<file path="src/rtl/sync_fifo_ctl_pkg.sv">
// Shared elaboration helpers for the sync_fifo_ctl buffer: pointer-width derivation and
// parameter legality checks.
package sync_fifo_ctl_pkg;

    function automatic int unsigned clog2(input int unsigned value);
        int unsigned r;
        r = 0;
        while ((64'd1 << r) < 64'(value)) begin
            r = r + 1;
        end
        return r;
    endfunction

    // Pointer width; count is one bit wider so it can represent DEPTH itself.
    function automatic int unsigned aw_of(input int unsigned depth);
        return clog2(depth);
    endfunction

    function automatic bit params_ok(input int unsigned width, input int unsigned depth,
                                     input int unsigned aempty_th,
                                     input int unsigned afull_th);
        return (width >= 1) && (depth >= 4) && ((depth & (depth - 1)) == 0) &&
               (aempty_th < afull_th) && (afull_th <= depth);
    endfunction

endpackage

</file>
<file path="src/rtl/sync_fifo_mem.sv">
// Register-array FIFO storage: one synchronous write port, one asynchronous read port.
// Contents are deliberately not reset.
module sync_fifo_mem #(
    parameter int unsigned WIDTH = 16,
    parameter int unsigned DEPTH = 16,
    parameter int unsigned AW    = 4
) (
    input  logic             clk_i,
    input  logic             wr_en_i,
    input  logic [AW-1:0]    wr_addr_i,
    input  logic [WIDTH-1:0] wr_data_i,
    input  logic [AW-1:0]    rd_addr_i,
    output logic [WIDTH-1:0] rd_data_o
);

    logic [WIDTH-1:0] mem_q [DEPTH];

    always_ff @(posedge clk_i) begin
        if (wr_en_i) begin
            mem_q[wr_addr_i] <= wr_data_i;
        end
    end

    assign rd_data_o = mem_q[rd_addr_i];

endmodule

</file>
<file path="src/rtl/sync_fifo_ctl.sv">
// Single-clock FIFO controller: pointers, occupancy count, threshold and sticky error flags,
// and a first-word-fall-through or registered read port.
module sync_fifo_ctl
    import sync_fifo_ctl_pkg::*;
#(
    parameter int unsigned WIDTH     = 16,
    parameter int unsigned DEPTH     = 16,
    parameter int unsigned AFULL_TH  = DEPTH - 2,
    parameter int unsigned AEMPTY_TH = 2,
    parameter bit          FWFT      = 1'b1
) (
    input  logic                   clk,
    input  logic                   reset_n,
    input  logic                   wr_en,
    input  logic [WIDTH-1:0]       din,
    output logic                   full,
    output logic                   almost_full,
    input  logic                   rd_en,
    output logic [WIDTH-1:0]       dout,
    output logic                   dout_valid,
    output logic                   empty,
    output logic                   almost_empty,
    output logic [aw_of(DEPTH):0]  count,
    input  logic                   err_clr,
    output logic                   overflow,
    output logic                   underflow
);

    localparam int unsigned AW = aw_of(DEPTH);
    localparam int unsigned CW = AW + 1;
    localparam logic [AW:0] DepthCnt  = CW'(DEPTH);
    localparam logic [AW:0] AfullCnt  = CW'(AFULL_TH);
    localparam logic [AW:0] AemptyCnt = CW'(AEMPTY_TH);

    if (!params_ok(WIDTH, DEPTH, AEMPTY_TH, AFULL_TH)) begin : g_bad_params
        $error("sync_fifo_ctl: illegal WIDTH/DEPTH/threshold configuration");
    end

    logic [AW-1:0]    wr_ptr_q, rd_ptr_q;
    logic [AW:0]      count_q, count_d;
    logic             full_q, empty_q, afull_q, aempty_q;
    logic             overflow_q, underflow_q;
    logic             wr_acc, rd_acc;
    logic [WIDTH-1:0] mem_rdata;

    // Acceptance is judged against the registered flags, so at full a read frees no slot
    // for a same-cycle write.
    assign wr_acc = wr_en & ~full_q;
    assign rd_acc = rd_en & ~empty_q;

    always_comb begin
        count_d = count_q;
        if (wr_acc && !rd_acc) begin
            count_d = count_q + 1'b1;
        end else if (rd_acc && !wr_acc) begin
            count_d = count_q - 1'b1;
        end
    end

    always_ff @(posedge clk or negedge reset_n) begin
        if (!reset_n) begin
            wr_ptr_q    <= '0;
            rd_ptr_q    <= '0;
            count_q     <= '0;
            full_q      <= 1'b0;
            empty_q     <= 1'b1;
            afull_q     <= 1'b0;
            aempty_q    <= 1'b1;
            overflow_q  <= 1'b0;
            underflow_q <= 1'b0;
        end else begin
            if (wr_acc) begin
                wr_ptr_q <= wr_ptr_q + 1'b1;
            end
            if (rd_acc) begin
                rd_ptr_q <= rd_ptr_q + 1'b1;
            end
            count_q     <= count_d;
            full_q      <= (count_d == DepthCnt);
            empty_q     <= (count_d == '0);
            afull_q     <= (count_d >= AfullCnt);
            aempty_q    <= (count_d <= AemptyCnt);
            // A new error wins over a same-cycle clear.
            overflow_q  <= (overflow_q & ~err_clr) | (wr_en & full_q);
            underflow_q <= (underflow_q & ~err_clr) | (rd_en & empty_q);
        end
    end

    sync_fifo_mem #(
        .WIDTH (WIDTH),
        .DEPTH (DEPTH),
        .AW    (AW)
    ) u_mem (
        .clk_i     (clk),
        .wr_en_i   (wr_acc),
        .wr_addr_i (wr_ptr_q),
        .wr_data_i (din),
        .rd_addr_i (rd_ptr_q),
        .rd_data_o (mem_rdata)
    );

    if (FWFT) begin : g_fwft
        assign dout       = mem_rdata;
        assign dout_valid = ~empty_q;
    end else begin : g_reg_read
        logic [WIDTH-1:0] dout_q;
        logic             dout_valid_q;

        always_ff @(posedge clk or negedge reset_n) begin
            if (!reset_n) begin
                dout_q       <= '0;
                dout_valid_q <= 1'b0;
            end else begin
                dout_valid_q <= rd_acc;
                if (rd_acc) begin
                    dout_q <= mem_rdata;
                end
            end
        end

        assign dout       = dout_q;
        assign dout_valid = dout_valid_q;
    end

    assign count        = count_q;
    assign full         = full_q;
    assign empty        = empty_q;
    assign almost_full  = afull_q;
    assign almost_empty = aempty_q;
    assign overflow     = overflow_q;
    assign underflow    = underflow_q;

endmodule

</file>
<file path="config.mk">
export PLATFORM = sky130hd
export DESIGN_NAME = sync_fifo_ctl
export DESIGN_NICKNAME = d
export VERILOG_FILES = /design/src/rtl/sync_fifo_ctl_pkg.sv /design/src/rtl/sync_fifo_mem.sv /design/src/rtl/sync_fifo_ctl.sv
export SDC_FILE = /design/constraint.sdc
export NUM_CORES = 1
export LEC_CHECK = 0
export CORE_ASPECT_RATIO = 1.2
export CORE_MARGIN = 2
export CORE_UTILIZATION = 54
export CTS_BUF_LIST = sky130_fd_sc_hd__clkbuf_16
export DETAILED_ROUTE_END_ITERATION = 7
export GPL_TIMING_DRIVEN = 0
export HOLD_SLACK_MARGIN = 0.02
export PLACE_DENSITY_LB_ADDON = 0.3
export SETUP_SLACK_MARGIN = 0.15
export SYNTH_ARGS = -nofsm -noshare
export SYNTH_HDL_FRONTEND = slang
export SYNTH_SLANG_ARGS = --single-unit
</file>
<file path="constraint.sdc">
create_clock -name clk -period 1.9 [get_ports clk]
set_clock_uncertainty 0.2 [all_clocks]
set_input_delay 0.38 -clock clk [delete_from_list [all_inputs] [get_ports clk]]
set_output_delay 0.38 -clock clk [all_outputs]
set_load 0.005 [all_outputs]
</file>
=== Word-level counts from Yosys, hierarchy flattened ===
Memories as Yosys holds them, arrays and structs flattened.
Index checks and enable logic that the tools add are counted.

* Register bits: 19
* Memories: 1
* Memory bits (writable): 256
* Latch bits: 0
* Memory bits (read-only): 0
* Output and inout port bits: 28

* $mul: 0
* Bitwise logic cells: 11
* Multiplexer cells: 4
* Shifts and indexed selects: 0
* $lt $le $gt $ge: 2
* Add/sub/neg operators: 4
* Div/mod/pow operators: 0
* Reduce and logical (&&, ||, !) cells: 5
* Equal/unequal tests: 1

{| class="wikitable"
|+ Memory list
! name !! depth !! width !! read ports !! clocked after Yosys merged registers in !! wr ports !! line !! RTL
|-
| u_mem.mem_q || 16 || 16 || 1 || 0 || 1 || sync_fifo_mem.sv:16 || <nowiki>logic [WIDTH-1:0] mem_q [DEPTH];</nowiki>
|}

{| class="wikitable"
|+ Operators with widths
! kind !! count
|-
| $mux 5 || 2
|-
| $add 4x1->4 const B || 2
|-
| $and 1x1->1 || 6
|-
| $add 5x1->5 const B || 1
|-
| $eq 5x5->1 const B || 1
|-
| $ge 5x4->1 const B || 1
|-
| $le 5x2->1 const B || 1
|-
| $logic_not 5->1 || 1
|-
| $sub 5x1->5 const B || 1
|-
| $not 1->1 || 3
|-
| $logic_and 1x1->1 || 2
|-
| $logic_not 1->1 || 2
|-
| $mux 1 || 2
|-
| $or 1x1->1 || 2
|}

=== Longest topological paths before layout ===
Gate-level depths: netlist (run 1).

* Depth after elaboration: 7
* Mapped depth: 7
* Gate-level depth less buffers: 7

=== Hierarchy ===
Synthesis (run 1) repeated with hierarchy kept, for this count alone.

* Cells, all modules: 497
* Area, all modules: 10,664.0 µm²

{| class="wikitable"
|+ By module, submodules not included
! module !! cells an instance !! sequential area each (µm²) !! instances !! area each (µm²)
|-
| sync_fifo_mem || 416 || 7,687.4 || 1 || 9,723.1
|-
| sync_fifo_ctl || 81 || 478.0 || 1 || 940.9
|}

=== Worst setup path after synthesis (run 1) ===
OpenSTA, ideal clock, no wires.

* Path kind: register -> output
* Start point: reg rd_ptr_q[0]
* End point: out dout[10]
* Buffers on the path: 2
* Cell stages (with the launch flop): 6
* Arrival time: 1.556 ns
* Setup slack: -0.236 ns
* Required time: 1.320 ns
* Cells stage by stage: dfrtp_1 -> buf_2 -> buf_2 -> mux4_2 -> a22oi_1 -> nand2_1

* Longest elaborated chain between the ends: 1

{| class="wikitable"
|+ Ends and longest elaborated chain
! item !! line !! RTL
|-
| start: declaration || sync_fifo_ctl.sv:39 || <nowiki>logic [AW-1:0] wr_ptr_q, rd_ptr_q;</nowiki>
|-
| start signal: assignment || sync_fifo_ctl.sv:76 || <nowiki>rd_ptr_q <= rd_ptr_q + 1'b1;</nowiki>
|-
| $mem_v2 16x16 || n/a ||
|-
| end: declaration || sync_fifo_ctl.sv:19 || <nowiki>output logic [WIDTH-1:0] dout,</nowiki>
|}

Every way passes these cells.

=== Final worst setup path (run 1) ===
* Start point: reg rd_ptr_q[0]
* End point: out dout[5]

The elaborated chain is that of the path after synthesis.

==> flow_metrics.py, run 1 <==
metrics = {
    "logic_synthesis": {
        "synth_ff_type": "edfxtp_1",
        "ys_top_cells_by_area": "edfxtp_1, mux4_2, mux2i_1",
        "synth_edf_count": 256,
        "synth_largest_area_cell": "edfxtp_1",
        "yosysSeqAreaShare_pct": 74.9,
        "async_flop_share_pct": 6.91,
        "synthesis.area_sq_um": 10900,
        "avgSynthCellArea_sq_um": 18.7,
        "synth-seq-cells": 275,
        "synth_top_area_share_pct": 70.5,
        "synth_cells": 583,
        "synth_warnings": 0,
        "synthesis.nets": 611,
        "synth_cell_type_count": 46,
    },
    "power": {
        "leakage_uw": 0.00512,
        "power_per_cell_area_nw_per_um2": 1610,
        "ir_worst_vdd_v": 0.00103,
    },
    "finish": {
        "utilization_pct": 74.6,
        "final_nets": 796,
        "layout_common_cells": "edfxtp_1, buf_6, buf_4, mux4_2, buf_12",
        "layout-drive-gt1-share_pct": 45.8,
        "mostFrequentLayoutCell": "edfxtp_1",
        "final_area_sq_um": 14700,
        "area_delta_synth_final_pct": 34.7,
        "diodes": 0,
    },
    "timing": {
        "max_freq_ghz": 0.334,
        "maxSlewViolCount": 0,
        "period_minus_slack_ns": 2.99,
        "rsz0062_at_grt": "true",
        "worstMarginPinSlew_ns": 0.970,
        "post-route-period-util_pct": 157,
        "fin_ws_ns": -1.09,
        "slew_headroom_pct": 35.2,
        "hold_viol_final": 0,
        "setup_viol": 93,
    },
    "setup_path": {
        "arrival_ns": 2.41,
        "max_stage_delay_ns": 0.42,
        "crit_top_cell": "buf_12",
        "path_max_fanout": 7,
        "slowest_stage": "dfrtp_1",
        "end_kind": "output port",
        "path_class": "reg2out",
        "crit_path_start_kind": "register",
        "path_cells": "buf_8 > buf_12 > buf_12 > buf_12 > mux2i_2 > a221oi_4 > o21ai_1 > nand2_1 > buf_2",
        "crit_required_ns": 1.32,
    },
    "grt": {
        "grt_pass1_vias": 6723,
        "grt.overflow.total": 0,
        "antenna_found_initial": 0,
        "grtUsageTotal_pct": 26.5,
        "grt_pass1_wl_um": 41600,
        "grt_max_degree": 20,
    },
    "run_status": {
        "status": "finished, violations left",
        "violations": "negative setup slack",
    },
    "floorplan": {
        "start_util_pct": 55.4,
        "boundaryPins": 49,
        "fp.dieW_um": 134,
        "core_area_sq_um": 19700,
        "rows": 56,
        "die_h_um": 160,
        "die_area_sq_um": 21400,
    },
    "placement": {
        "hpwl_um": 14600,
        "place_congestion": 0.863,
        "port_buffers": 48,
        "post_dp_cell_area_sq_um": 11800,
    },
    "clock_tree": {
        "ctsHoldBuffers": 0,
        "cts-root-buf": "clkbuf_16",
        "tritoncts": "yes",
        "clk_path_buf_depth": 3,
        "clk_pin_slew_ns": 0.07,
        "cts-buffers-inserted": 25,
        "cts.sink_count": 275,
        "insertion_delay_ns": 0.52,
        "htree_levels": 1,
    },
    "route": {
        "dr.first_iter.drc_count": 757,
        "drc": 0,
        "dr.pass1.iters": 5,
        "wirelength_um": 29600,
        "drtAntennaViolNets": 0,
        "vias_per_cell": 6.29,
        "wl_per_cell_um": 28.3,
        "vias": 6588,
    },
    "min_path": {
        "hold_class": "in2async",
    },
    "run": {
        "maxCapViolations": 0,
    },
}
==> final cells by class <==
class                   count  area [sq um]
clock inverters            20           196
well taps                 261           327
clock buffers              25           626
flip-flops and latches    275          8170
plain buffers              27           349
repair buffers            149          1630
multi-input cells         282          3360
fillers                   993          5000
inverters                   8          35.0
==> report_power, final <==
group	switching, uW	internal, uW
Sequential	359	7380
Clock	2150	2940
Combinational	5540	5360
==> Yosys cell counts (2+ instances only) <==
cell      instances
clkbuf_1          8
mux2_2           16
dfrtp_1          17
o21ai_0          36
a21oi_1          17
xnor2_2           2
a22oi_1          16
buf_4             5
dfstp_2           2
nor2_1            3
nor2_2            2
xnor2_1           7
nor4_1            3
nand3_1           3
and2_1           17
mux2i_1          48
buf_2            10
ha_1              7
buf_6             3
a221oi_1         16
edfxtp_1        256
nand2_1          27
mux4_2           32
o21ai_1           2
inv_1             7
==> what timing repair did <==
action                     CTS  global route
cloned                      12             1
resized for setup          264            83
setup endpoints to repair  290           288
buffers inserted            75            22
pin swaps                   59            37
==> cell families (layout without fill, tap and decap cells) <==
logic type               Yosys count  in the layout  synth area share (%)
flip-flops                       275            275                  74.9
multiplexers                      96             96                  12.7
AO/OA/AOI/OAI                     93             93                  5.63
AND/OR/NAND/NOR                   67             76                  3.33
buffers and inverters             35            229                  1.70
XOR/XNOR                          10             10                  1.01
adder cells (fa/ha/maj)            7              7                 0.803
==> through the flow <==
stage	worst slack [ns]	power, uW	TNS (ns)	std cells	hold slack, ns
2_1_floorplan	-0.0844	11900	-1.16	583	-0.116
3_3_place_gp	-1.08	14300	-146.88	892	0.306
3_5_place_dp	-1.12	14500	-171.70	892	0.338
4_1_cts	-1.03	22100	-16.22	1024	0.197
5_1_grt	-1.13	24500	-24.12	1047	0.276
6_report	-1.09	23700	-19.93	1047	0.195
==> final timing paths <==
kind | from | end | slack [ns] | depth (start not counted)
worst min register to register | underflow | underflow | 0.35 | 2
min in group clk | err_clr | overflow | 0.25 | 2
max in group asynchronous | reset_n | count[0] | 0.64 | 1
worst max register to register | count[1] | almost_empty | -0.16 | 8
worst max-delay path | rd_ptr_q[0] | dout[5] | -1.09 | 9
worst min-delay path | reset_n | count[3] | 0.19 | 1
==> worst max-delay path, delay by kind of cell, from the launching register on <==
family	cells	cell delay [ns]
buf+inv	5	0.73
compound gates	2	0.43
flops	1	0.42
mux	1	0.16
simple gates	1	0.15
==> flip-flops by register name, summed over array words and instances (netlist names), 4 cells and up <==
signal and count:
u_mem.mem_q 256, count 5, rd_ptr_q 4, wr_ptr_q 4
==> routing by layer <==
| layer | global-route usage [%] | share of wire (%) | vias to the layer above |
|---|---|---|---|
| met4 | 9.38 | 3.7 | 0 |
| met5 | 0 | 0 | - |
| li1 | - | - | 2727 |
| met3 | 3.78 | 7.1 | 77 |
| met1 | 34.7 | 36 | 3393 |
| met2 | 45.7 | 53 | 391 |
No activity file was read; power rests on OpenSTA's default activity.
==> inputs of run 2 (changes only) <==
- TNS_END_PERCENT: not set -> 30
==> run 2 against run 1 <==
Effect of this change:
- the run still ends with negative setup slack left
- count of clock-buffer cells in the layout is the same
- global-route usage shrank 2.1 points
- total power decreased by 8.0%
- setup slack better by 0.023 ns
- die area unchanged
- first-iteration DRC count grew 5.2%
- non-clock buffer count down 57
- worst hold slack worse by 0.0086 ns
==> flow_metrics.py, run 2 (same netlist as run 1, synthesis figures left out) <==
metrics = {
    "finish": {
        "mostFrequentLayoutCell": "edfxtp_1",
        "layout_common_cells": "edfxtp_1, mux2i_1, mux4_2, nand2_1, clkbuf_16",
        "final_cells": 987,
        "diodes": 0,
        "final_nets": 736,
        "largest_register": "u_mem.mem_q",
        "largest_register_ffs": 256,
        "area_delta_synth_final_pct": 26.4,
        "layout-drive-gt1-share_pct": 40.4,
    },
    "setup_path": {
        "path_max_fanout": 7,
        "max_stage_delay_ns": 0.40,
        "crit_top_cell": "buf_4",
        "crit_path_start_kind": "register",
        "arrival_ns": 2.39,
        "crit_required_ns": 1.32,
        "slowest_stage": "dfrtp_1",
        "path_cells": "buf_8 > buf_12 > buf_4 > buf_4 > mux2_2 > o21ai_2 > a21oi_2 > a22oi_1 > nand2_1 > buf_2",
        "rr_startpoint": "count[0]",
        "critPathLaunch": "rd_ptr_q[0]",
        "end_kind": "output port",
        "path_class": "reg2out",
    },
    "power": {
        "leakage_uw": 0.00473,
        "ir_worst_vdd_v": 0.00119,
        "power_per_cell_area_nw_per_um2": 1580,
    },
    "floorplan": {
        "start_util_pct": 55.4,
        "core_area_sq_um": 19700,
        "boundaryPins": 49,
        "die_area_sq_um": 21400,
        "fp.dieW_um": 134,
        "die_h_um": 160,
        "rows": 56,
    },
    "timing": {
        "setup_tns_ns": -15.95,
        "maxSlewViolCount": 0,
        "rsz0062_at_grt": "true",
        "max_freq_ghz": 0.337,
        "slew_headroom_pct": 38.4,
        "fin_ws_ns": -1.07,
        "worstMarginPinSlew_ns": 0.922,
        "setup_viol": 22,
        "post-route-period-util_pct": 156,
        "hold_viol_final": 0,
        "period_minus_slack_ns": 2.97,
    },
    "grt": {
        "grt.overflow.total": 0,
        "grt_max_degree": 20,
        "grtUsageTotal_pct": 24.4,
        "grt_pass1_vias": 6256,
        "grt_pass1_wl_um": 38400,
        "antenna_found_initial": 0,
    },
    "route": {
        "drtAntennaViolNets": 0,
        "vias": 6182,
        "dr.pass1.iters": 5,
        "wirelength_um": 26700,
        "vias_per_cell": 6.26,
        "dr.first_iter.drc_count": 796,
        "drc": 0,
        "wl_per_cell_um": 27.1,
    },
    "clock_tree": {
        "cts-buffers-inserted": 25,
        "ctsHoldBuffers": 0,
        "cts.sink_count": 275,
        "clk_pin_slew_ns": 0.06,
        "htree_levels": 1,
        "insertion_delay_ns": 0.51,
        "clk_path_buf_depth": 3,
        "cts-root-buf": "clkbuf_16",
        "tritoncts": "yes",
    },
    "run_status": {
        "violations": "negative setup slack",
        "status": "finished, violations left",
    },
    "placement": {
        "hpwl_um": 14800,
        "place_congestion": 0.891,
        "placed_cells": 892,
        "port_buffers": 48,
    },
    "run": {
        "maxCapViolations": 0,
    },
    "min_path": {
        "hold_class": "in2async",
    },
}
==> run 2: cell type report <==
type,count,area [sq um]
Inverter,8,30.0
Buffer,27,357
Clock buffer,25,626
Tap cell,261,327
Fill cell,1155,5900
Clock inverter,20,106
Sequential cell,275,8170
Multi-Input combinational cell,279,3240
Timing Repair Buffer,92,930
==> run 2: worst paths after layout <==
path	cells after the start	slack, ns	endpoint
worst min-delay path	1	0.19	count[4]
min in group clk	2	0.25	overflow
worst max register to register	6	-0.11	almost_empty
worst min register to register	2	0.34	underflow
worst max-delay path	10	-1.07	dout[4]
max in group asynchronous	1	0.69	count[3]
==> run 2: worst max-delay path, delay by kind of cell (launching register included) <==
| family | cells | cell delay, ns |
|---|---|---|
| and+or+nand+nor | 1 | 0.14 |
| AOI/OAI and AO/OA | 3 | 0.37 |
| buffers and inverters | 5 | 0.69 |
| muxes | 1 | 0.27 |
| DFF | 1 | 0.40 |
==> run 2: where the power goes <==
part / switching, uW / internal, uW
combinational: 4960 / 4520
clock: 2050 / 2510
sequential: 409 / 7380
total: 7420 / 14400
==> run 2: timing repair <==
item | CTS | global route
pin swaps | 57 | 32
resized for setup | 275 | 47
setup endpoints to repair | 291 | 284
cloned | 6 | 4
setup buffers | 30 | 10
==> run 2: per-stage QoR <==
step	area, sq um	setup WS, ns	power, uW	hold slack (ns)	util, %
floorplan	11000	-0.0844	11900	-0.116	-
global placement	11800	-1.16	14300	0.307	60.1
detailed placement	11800	-1.25	14600	0.333	60.1
CTS	13500	-1.02	21000	0.186	68.6
global route	13800	-1.16	22600	0.243	70.0
finish	13800	-1.07	21800	0.186	70.0
==> run 2: routing by layer <==
metal  GRT usage [%]  up-vias  wire length [um]  part of all wire, %
li1                -     2602                 -                    -
met2            41.7      348             13800                   52
met3            3.14       79              1900                  7.1
met5               0        -                 0                    0
met1            32.2     3153              9940                   37
met4            9.24        0              1060                  3.9
==> inputs of run 3 (changes only) <==
- CTS_CLUSTER_DIAMETER: not set -> 50
==> run 3 against run 2 <==
Effect of this change:
- the run still ends with negative setup slack left
- cell count is 1.2% higher
- sequential share of layout area is 0.60 points lower
- maximum frequency is 1.4% lower
- first-iteration DRC count is 2.0% lower
- final area is 1.0% higher
- total power is 2.6% higher
- largest cell class unchanged
- highest routed layer unchanged
==> flow_metrics.py, run 3 (same netlist as run 1, synthesis figures left out) <==
metrics = {
    "floorplan": {
        "die_area_sq_um": 21400,
        "core_area_sq_um": 19700,
        "start_util_pct": 55.4,
        "boundaryPins": 49,
        "fp.dieW_um": 134,
        "die_h_um": 160,
        "rows": 56,
    },
    "finish": {
        "final_area_sq_um": 13900,
        "area_delta_synth_final_pct": 27.7,
        "largest_register_ffs": 256,
        "fillerInstances": 1127,
        "diodes": 0,
        "final_nets": 746,
        "seqCellArea_sq_um": 8170,
        "mostFrequentLayoutCell": "edfxtp_1",
        "layout-drive-gt1-share_pct": 42.1,
        "largest_register": "u_mem.mem_q",
        "layout_common_cells": "edfxtp_1, buf_4, mux4_2, mux2i_1, clkbuf_16",
        "multiInputGateArea_sq_um": 3260,
    },
    "clock_tree": {
        "cts-buffers-inserted": 26,
        "ctsHoldBuffers": 0,
        "tritoncts": "yes",
        "clk_path_buf_depth": 3,
        "clk_pin_slew_ns": 0.07,
        "htree_levels": 1,
        "cts-root-buf": "clkbuf_16",
        "cts.sink_count": 275,
        "insertion_delay_ns": 0.52,
    },
    "grt": {
        "grt_max_degree": 20,
        "met2_usage_pct": 41.4,
        "grt_pass1_vias": 6364,
        "grt_pass1_wl_um": 38400,
        "grt_use_met3_pct": 4.00,
        "grtUsageTotal_pct": 24.2,
        "grt.overflow.total": 0,
        "antenna_found_initial": 0,
        "grt.busiest_layer": "met2",
        "grt_util_met1_pct": 31.3,
    },
    "setup_path": {
        "crit_top_cell": "buf_12",
        "arrival_ns": 2.43,
        "path_cells": "buf_8 > buf_12 > buf_12 > buf_16 > mux2i_1 > a221oi_2 > a22oi_1 > nand2_1 > buf_2",
        "path_buf_inv": 5,
        "crit_required_ns": 1.32,
        "path_class": "reg2out",
        "critPathTopFamily": "buffers and inverters",
        "end_kind": "output port",
        "slowest_stage": "dfrtp_1",
        "path_max_fanout": 7,
        "crit_path_start_kind": "register",
        "max_stage_delay_ns": 0.41,
    },
    "route": {
        "dr.first_iter.drc_count": 780,
        "drtAntennaViolNets": 0,
        "wirelength_um": 27900,
        "vias_per_cell": 6.28,
        "dr.pass1.iters": 5,
        "drc": 0,
        "vias": 6269,
        "wl_per_cell_um": 28.0,
    },
    "run": {
        "maxCapViolations": 0,
    },
    "min_path": {
        "hold_class": "in2async",
    },
    "timing": {
        "post-route-period-util_pct": 158,
        "fin_hold_ws_ns": 0.177,
        "max_freq_ghz": 0.332,
        "fin_ws_ns": -1.11,
        "slew_headroom_pct": 37.7,
        "period_minus_slack_ns": 3.01,
        "worstMarginPinSlew_ns": 0.932,
        "maxSlewViolCount": 0,
        "setup_viol": 21,
        "rsz0062_at_grt": "true",
        "hold_viol_final": 0,
    },
    "power": {
        "ir_worst_vdd_v": 0.00113,
        "power_per_cell_area_nw_per_um2": 1610,
        "leakage_uw": 0.00479,
    },
    "placement": {
        "port_buffers": 48,
        "hpwl_um": 14800,
        "post_dp_cell_area_sq_um": 11800,
        "place_congestion": 0.891,
    },
    "run_status": {
        "violations": "negative setup slack",
        "status": "finished, violations left",
    },
}
-- run 3: cell types whose count changed in the layout (fill, tap and decap cells not counted), sizes merged --
cell,before,now
buf,85,92
inv,19,15
clkbuf,35,39
clkdlybuf4s15,3,4
bufinv,1,2
clkinv,8,12
dlygate4sd2,1,0
-- run 3: timing repair --
item	CTS	global route
endpoints found under the setup margin	291	287
gates resized for setup	264	65
gates cloned	3	5
setup buffers	30	21
pin swaps	48	56
endpoints found under the hold margin	0	0
-- run 3: metrics by stage --
step	power [uW]	setup TNS (ns)	utilization, %	setup WS [ns]	std cells
after floorplan	11900	-2.51	-	-0.0844	583
after global placement	14300	-202.98	60.1	-1.16	892
after detailed placement	14600	-220.91	60.1	-1.25	892
after CTS	21200	-16.25	68.6	-1.06	973
after global routing	23100	-19.46	70.7	-1.13	999
final	22400	-16.60	70.7	-1.11	999
-- run 3: final timing paths --
kind	cells past startpoint	from	slack, ns	end
worst min-delay path	1	reset_n	0.18	rd_ptr_q[3]
worst max-delay path	9	rd_ptr_q[0]	-1.11	dout[4]
worst max register to register	7	count[1]	-0.05	almost_full
max in group asynchronous	1	reset_n	0.69	count[1]
worst min register to register	2	underflow	0.34	underflow
min in group clk	2	err_clr	0.24	overflow
-- run 3: area by class of cell --
class / count / share of cell area [%]
Buffer: 27 / 2.73
Clock buffer: 27 / 4.85
Clock inverter: 21 / 1.03
Inverter: 8 / 0.216
Multi-Input combinational cell: 279 / 23.4
Sequential cell: 275 / 58.7
Tap cell: 261 / 2.34
Timing Repair Buffer: 101 / 6.75
-- run 3: metal layers --
metal  up-vias  wire, um
met5         -         0
met4         0      1150
met3        75      2090
met2       378     14500
met1      3206     10200
li1       2610         -
-- run 3: report_power, final --
group | leakage, uW | switching [uW] | internal [uW]
Combinational | 0.00182 | 5090 | 4540
Sequential | 0.00254 | 400 | 7390
Clock | 0.000434 | 2150 | 2830
Total | 0.00479 | 7630 | 14800
